==> config.mk <==
export PLATFORM = sky130hd
export DESIGN_NAME = fsm_seq_detect_param_flat
export DESIGN_NICKNAME = d
export VERILOG_FILES = /design/src/rtl/fsm_seq_detect_param_if.sv /design/src/rtl/fsm_seq_detect_param.sv /design/src/flat_wrapper.sv
export SDC_FILE = /design/constraint.sdc
export NUM_CORES = 1
export LEC_CHECK = 0
export ABC_CLOCK_PERIOD_IN_PS = 4050
export BUFFER_PORTS_ARGS = -buffer_cell sky130_fd_sc_hd__clkbuf_2
export CAP_MARGIN = 20
export CORE_MARGIN = 2
export CORE_UTILIZATION = 31
export DETAILED_ROUTE_END_ITERATION = 10
export PLACE_DENSITY_LB_ADDON = 0.1
export SLEW_MARGIN = 25
export SYNTH_ARGS = -nofsm -noshare
export SYNTH_HDL_FRONTEND = slang
export SYNTH_SLANG_ARGS = --single-unit
==> constraint.sdc <==
create_clock -name clk -period 4.05 [get_ports clk]
set_clock_uncertainty 0.1 [all_clocks]
set_input_delay 0 -clock clk [delete_from_list [all_inputs] [get_ports clk]]
set_output_delay 0 -clock clk [all_outputs]
set_load 0.01 [all_outputs]
==> src/rtl/fsm_seq_detect_param_if.sv <==
// Bundles the configuration, serial input and status signals of the pattern detector.
// The master side drives config and data; the slave side is the detector.
interface fsm_seq_detect_param_if #(
    parameter int unsigned PAT_W = 4,
    parameter int unsigned CNT_W = 8
);
    localparam int unsigned SW = $clog2(PAT_W + 1);

    logic             cfg_en;
    logic [PAT_W-1:0] cfg_pattern;
    logic             cfg_overlap;
    logic             in_val;
    logic             in_;
    logic             match;
    logic [SW-1:0]    state;
    logic [CNT_W-1:0] count;

    modport master (
        output cfg_en, cfg_pattern, cfg_overlap, in_val, in_,
        input  match, state, count
    );

    modport slave (
        input  cfg_en, cfg_pattern, cfg_overlap, in_val, in_,
        output match, state, count
    );
endinterface

==> src/rtl/fsm_seq_detect_param.sv <==
// Moore detector for a programmable PAT_W-bit serial pattern with overlap/non-overlap
// modes, a valid qualifier and a saturating match counter. All outputs are registered.
module fsm_seq_detect_param #(
    parameter int unsigned      PAT_W     = 4,
    parameter int unsigned      CNT_W     = 8,
    parameter logic [PAT_W-1:0] RESET_PAT = 4'b1011
) (
    input logic                 clk,
    input logic                 reset,
    fsm_seq_detect_param_if.slave bus
);
    localparam int unsigned      SW     = $clog2(PAT_W + 1);
    localparam logic [SW-1:0]    Full   = SW'(PAT_W);
    localparam logic [CNT_W-1:0] CntMax = '1;

    logic [PAT_W-1:0] pat_q;
    logic             ovl_q;
    logic [SW-1:0]    state_q, state_d;
    logic             match_q;
    logic [CNT_W-1:0] count_q;
    logic [SW-1:0]    from_s;

    // Longest prefix of pat that is a suffix of (prefix(s) followed by b). Since s is the
    // longest matched prefix, that string holds all history relevant to the fallback.
    function automatic logic [SW-1:0] next_state(input logic [SW-1:0] s, input logic b,
                                                 input logic [PAT_W-1:0] pat);
        logic [PAT_W:0] x;
        logic [SW-1:0]  res;
        logic           ok;
        int             idx;
        x = {pat, 1'b0};
        x[int'(PAT_W) - int'(s)] = b;
        res = '0;
        for (int k = 1; k <= int'(PAT_W); k++) begin
            if (k <= int'(s) + 1) begin
                ok = 1'b1;
                for (int j = 0; j < k; j++) begin
                    idx = int'(s) + 1 - k + j;
                    if (x[int'(PAT_W) - idx] != pat[int'(PAT_W) - 1 - j]) ok = 1'b0;
                end
                if (ok) res = SW'(k);
            end
        end
        return res;
    endfunction

    always_comb begin
        from_s  = (state_q == Full && !ovl_q) ? '0 : state_q;
        state_d = next_state(from_s, bus.in_, pat_q);
    end

    always_ff @(posedge clk) begin
        if (reset) begin
            pat_q   <= RESET_PAT;
            ovl_q   <= 1'b1;
            state_q <= '0;
            match_q <= 1'b0;
            count_q <= '0;
        end else if (bus.cfg_en) begin
            pat_q   <= bus.cfg_pattern;
            ovl_q   <= bus.cfg_overlap;
            state_q <= '0;
            match_q <= 1'b0;
            count_q <= '0;
        end else if (bus.in_val) begin
            state_q <= state_d;
            match_q <= (state_d == Full);
            if (state_d == Full && count_q != CntMax) count_q <= count_q + CNT_W'(1);
        end
    end

    assign bus.state = state_q;
    assign bus.match = match_q;
    assign bus.count = count_q;
endmodule
==> src/flat_wrapper.sv <==
// flat-port wrapper written by rule: the top's interface ports become plain ports
module fsm_seq_detect_param_flat 
#(
    parameter int unsigned      PAT_W     = 4,
    parameter int unsigned      CNT_W     = 8,
    parameter logic [PAT_W-1:0] RESET_PAT = 4'b1011
)
  (clk, reset, bus_cfg_en, bus_cfg_pattern, bus_cfg_overlap, bus_in_val, bus_in_, bus_match, bus_state, bus_count);
  fsm_seq_detect_param_if #(.PAT_W(PAT_W), .CNT_W(CNT_W)) bus_i ();
  input logic clk;
  input logic reset;
  input wire logic [$bits(bus_i.cfg_en)-1:0] bus_cfg_en;
  input wire logic [$bits(bus_i.cfg_pattern)-1:0] bus_cfg_pattern;
  input wire logic [$bits(bus_i.cfg_overlap)-1:0] bus_cfg_overlap;
  input wire logic [$bits(bus_i.in_val)-1:0] bus_in_val;
  input wire logic [$bits(bus_i.in_)-1:0] bus_in_;
  output wire logic [$bits(bus_i.match)-1:0] bus_match;
  output wire logic [$bits(bus_i.state)-1:0] bus_state;
  output wire logic [$bits(bus_i.count)-1:0] bus_count;
  assign bus_i.cfg_en = bus_cfg_en;
  assign bus_i.cfg_pattern = bus_cfg_pattern;
  assign bus_i.cfg_overlap = bus_cfg_overlap;
  assign bus_i.in_val = bus_in_val;
  assign bus_i.in_ = bus_in_;
  assign bus_match = bus_i.match;
  assign bus_state = bus_i.state;
  assign bus_count = bus_i.count;
  fsm_seq_detect_param #(.PAT_W(PAT_W), .CNT_W(CNT_W), .RESET_PAT(RESET_PAT)) u_core (.clk(clk), .reset(reset), .bus(bus_i));
endmodule
# After elaboration in Yosys (flattened, before gate mapping)
# Index checks and enable logic that the tools add are counted.
[word_totals]
register_bits = 17
out_inout_bits = 12
inputBits = 10
[op_classes]
muxes = 56
n_eq_ne = 13
reduce_logical = 6
magnitude_cmp = 16
add_sub_neg = 23
[ops]
columns = ["op", "n"]
rows = [
  ["$lt 32x5->1 const B", 11],
  ["$sub 4x32->32 const A", 10],
  ["$add 32x2->32 const B", 3],
  ["$add 32x3->32 const B", 3],
  ["$le 3x32->1 const A", 2],
  ["$sub 32x3->32 const B", 2],
  ["$mux 1", 36],
  ["$ge 32x1->1 const B", 1],
  ["$le 2x32->1 const A", 1],
  ["$le 4x32->1 const A", 1],
  ["$sub 32x2->32 const B", 1],
  ["$sub 32x4->32 const B", 1],
  ["$bmux 1 s3", 10],
  ["$mux 3", 8],
  ["$ne 1x1->1", 10],
  ["$add 8x1->8 const B", 1],
  ["$ne 8x8->1 const B", 1],
  ["$eq 3x3->1 const B", 2],
  ["$bwmux 5", 1],
  ["$add 3x1->4 const B", 1],
  ["$sub 3x3->4 const A", 1],
  ["$demux 1 s3", 1],
  ["$logic_and 1x1->1", 3],
  ["$reduce_and 2->1", 1],
  ["other kinds (2)", 2],
]

# Depth between registers and ports, before layout
[logic_depth]
ltp_word = 26
ltp_mapped = 15
ltp_nobuf = 14

# Worst setup path after synthesis
# No wires, ideal clock.
[synth_path]
kind = "flip-flop to flip-flop"
startpoint = "reg u_core.state_q[0], in the netlist u_core.bus.state[0]"
endpoint = "reg u_core.count_q[4], in the netlist u_core.bus.count[4]"
required_time_ns = 3.880
path_slack_ns = 0.462
t_arrival_ns = 3.418
path_stages_with_launch = 14
path_cell_list = "dfxtp_1 -> clkbuf_1 -> inv_1 -> ha_1 -> and3b_1 -> buf_6 -> o31a_1 -> a311o_1 -> a211o_1 -> a21oi_2 -> o221ai_2 -> or2_4 -> or4_1 -> a21oi_1"
[synth_via]
elab_chain_len = 26
[synth_rtl]
columns = ["item", "line", "rtl"]
rows = [
  ["start: declaration", "fsm_seq_detect_param.sv:18", "logic [SW-1:0] state_q, state_d;"],
  ["start signal: assignment", "fsm_seq_detect_param.sv:66", "state_q <= state_d;"],
  ["$eq 3x3->1", "fsm_seq_detect_param.sv:48", "from_s = (state_q == Full && !ovl_q) ? '0 : state_q;"],
  ["$logic_and 1x1->1", "fsm_seq_detect_param.sv:48", ""],
  ["$mux 3 (*)", "fsm_seq_detect_param.sv:48", ""],
  ["branches (longest 19 deep; another with $sub 32x3->32)", "--", ""],
  ["$mux 3 (*)", "fsm_seq_detect_param.sv:35", "if (k <= int'(s) + 1) begin"],
  ["$eq 3x3->1 (*)", "fsm_seq_detect_param.sv:68", "if (state_d == Full && count_q != CntMax) count_q <= count_q + CNT_W'(1);"],
  ["$logic_and 1x1->1 (*)", "fsm_seq_detect_param.sv:68", ""],
  ["$reduce_and 2->1 (no source line) (*)", "--", ""],
  ["end signal: assignment", "fsm_seq_detect_param.sv:68", ""],
  ["end: declaration", "fsm_seq_detect_param.sv:20", "logic [CNT_W-1:0] count_q;"],
]
# Every way passes the cells marked *. The select of a mux whose other input is x is not followed.
# A chain may end at the register's enable or synchronous reset.

# Worst setup path after layout
# Same ends and word-level chain as after synthesis.

==> qor.txt <==
status - complete, but fails checks
failing checks - hold timing
Peak supply drop - 0.0002011 V
endpoints failing setup - 0
EDFF count, synth - 0
sequential area share after synthesis - 20.75%
Core Region - 5107 sq um
leading cell type in the layout, fill and taps excluded - nand2_1
crit path DAT - 3.62 ns
Cell Area, Synth - 1640 sq um
WHS Path Cells - 2
Worst Path Required - 4.14 ns
H-tree Lvls - 1
Die W - 76.74 um
worst min-delay path startpoint - bus_in_val
Vias/cell - 5.214
Worst Max-Slew Pin Slew - 0.6452 ns
initial antenna violation count - 0
Total Routing Usage GR - 14.46%
P&R area growth vs syn - 16.86%
first-pass GRT wire length - 7065 um
largest family of logic cells by synthesized area - simple AND/OR/NAND/NOR gates
share of layout cells above drive strength 1 - 15.97%
Port Buf Inserts - 21
static leakage - 0.8056 nW
Num CTS Buffers - 3
crit start category - flop
commonest cells after routing, fill and taps aside - 29 x nand2_1, 21 x clkbuf_2, 17 x dfxtp_1
worst hold slack - -0.002083 ns
number of cells after detailed placement - 297
ys flop type - dfxtp_1
Sink Count - 17
Die Ht - 76.74 um
Yosys cell types - 59
Final Instance Count excl. Fillers - 308
die area - 5889 sq um
drt wl/cell - 13.92 um
Fmax - 0.2837 GHz
ANT nets after route - 0
total power - 0.4046 mW
xor/xnor share of the synthesized area - 5.645%
hold endpoint - u_core.bus.state[0]$_SDFFE_PP0P_
grt ovf - 0
fin crit share - 87.04%
Yosys reg bits - 17
Adder-Cell Fraction of Synth Area - 6.865%
vias in the first global route - 1443
TritonCTS clock tree - built
RR Endpoint - u_core.bus.count[4]$_SDFFE_PP0P_
syn_nets - 232
RSZ-0062 raised after global routing - false
Setup Fix Bufs, Post-CTS - 0
post-synthesis compound-gate area fraction - 24.18%
Final #Nets - 258
pwr/cell area - 211.1 nW/um^2
Worst R2R Start - u_core.bus.state[0]$_SDFFE_PP0P_
Reg2Reg Depth - 11
Worst Setup Path Type - flop to flop
FFs w/ async S/R, synth - 0%
mux cell area share after synthesis - 8.085%
Mapped Cells - 213
area share of and/or/nand/nor cells after synthesis - 28.38%
DRT Wirelength - 4288 um
first-pass detailed-route iteration total - 4
clock latency on the worst-skew pair - 0.25 ns
Final Hold Viols - 1
Avg Cell Area, Syn - 7.701 sq um
Clock Path Buffers - 2
Std-Cell Rows - 26
min Tclk post-route - 3.525 ns
DR DRC count - 0
setup TNS - 0 ns
initial drt markers - 118
Starting Density - 32.12%
Max Slew Vio Count - 0
Top Ports - 22
GPL Wtd Cong - 0.8082
Worst Hold Class - input pin to flop
via count - 1606
largest net degree at the start of global routing - 15
n_diodes - 0
maximum net fanout on the critical path - 14
crit end category - flop
Reg clk slew, reported paths - 0.07 ns
Max Cap Viol - 0
DP HPWL - 3267 um
Worst R2R Setup Slack - 0.52 ns
root buffer cell - clkbuf_8
YS warnings - 0
slew margin rel. - 56.83%
## sequential cells by signal, indices dropped and copies added, names as in the netlist
signal	cells
u_core.bus.state	3
u_core.bus.match	1
u_core.bus.count	8
u_core.ovl_q	1
u_core.pat_q	4
## critical path: stages, from the launching register on
cell      delay, ns
dfxtp_1        0.32
inv_1          0.21
ha_1           0.49
and4bb_1       0.28
mux2i_1        0.32
mux2i_1        0.16
mux2i_1        0.16
o211ai_1       0.10
a221o_1        0.36
or2_4          0.32
or4_1          0.50
a21oi_1        0.14
## Yosys cell counts (4+ instances only)
cell type / instances / area, sq um
a211o_1: 4 / 35.03
a21oi_1: 12 / 60.06
clkbuf_1: 5 / 18.77
dfxtp_1: 17 / 340.3
ha_1: 9 / 112.6
inv_1: 11 / 41.29
mux2i_1: 11 / 110.1
nand2_1: 29 / 108.9
nand3_1: 7 / 35.03
nand4_1: 4 / 25.02
nor2_1: 11 / 41.29
nor3_1: 7 / 35.03
o211ai_1: 6 / 45.04
o21ai_0: 7 / 35.03
o21ai_1: 4 / 20.02
or4_1: 4 / 30.03
xnor2_1: 5 / 43.79
## logic make-up after synthesis
family / Yosys count
xor gates and xnor gates: 9
muxes: 13
adders and majority gates: 9
buffers and inverters: 22
and+or+nand+nor: 87
AOI/OAI and AO/OA: 56
DFF: 17
## per-stage QoR
step | setup slack (ns) | area [sq um] | hold slack, ns | utilization, %
2_1_floorplan | 0.4617 | 1640 | -0.02762 | -
3_3_place_gp | 0.4649 | 1800 | 0.1185 | 35.25
3_5_place_dp | 0.5389 | 1800 | 0.1187 | 35.25
4_1_cts | 0.5244 | 1917 | 0.001208 | 37.53
5_1_grt | 0.2694 | 1917 | 0.003117 | 37.53
6_report | 0.5249 | 1917 | -0.002083 | 37.53
## worst max path at each step
| stage | startpoint | to | slack, ns | cells after the start |
|---|---|---|---|---|
| after floorplan | u_core.bus.state[0]$_SDFFE_PP0P_ | u_core.bus.count[4]$_SDFFE_PP0P_ | 0.46 | 13 |
| after global placement | u_core.bus.state[0]$_SDFFE_PP0P_ | u_core.bus.count[4]$_SDFFE_PP0P_ | 0.46 | 11 |
| after detailed placement | u_core.bus.state[0]$_SDFFE_PP0P_ | u_core.bus.count[4]$_SDFFE_PP0P_ | 0.54 | 11 |
| after CTS | u_core.bus.state[0]$_SDFFE_PP0P_ | u_core.bus.count[4]$_SDFFE_PP0P_ | 0.52 | 11 |
| after global routing | u_core.bus.state[0]$_SDFFE_PP0P_ | u_core.bus.count[4]$_SDFFE_PP0P_ | 0.27 | 11 |
| final | u_core.bus.state[0]$_SDFFE_PP0P_ | u_core.bus.count[4]$_SDFFE_PP0P_ | 0.52 | 11 |
## per-layer routing
layer / track usage, % / vias to the layer above / share of wire, %
met5: 0 / - / 0
met4: 3.636 / 0 / 0.49
met3: 1.765 / 2 / 3.6
met2: 22.11 / 35 / 43
met1: 21.33 / 735 / 52
li1: - / 834 / -
## repair_timing
item                                   CTS  global route
hold buffers                             7             0
gates resized for setup                  0             0
endpoints found under the hold margin    6             0
## power breakdown
part	internal [mW]	leakage [nW]	switching [mW]
registers	0.171	0.138	0.00815
logic	0.0425	0.642	0.0550
clock network	0.0683	0.0255	0.0600
## area by class of cell
| cell class | instances | area, sq um |
|---|---|---|
| Fill cell | 555 | 3191 |
| Tap cell | 70 | 87.58 |
| Sequential cell | 17 | 340.3 |
| Clock buffer | 3 | 41.29 |
| Multi-Input combinational cell | 174 | 1200 |
| Clock inverter | 1 | 5.005 |
| Inverter | 12 | 45.04 |
| Timing Repair Buffer | 31 | 197.7 |
Note: power is estimated with default switching activity, not from simulation.
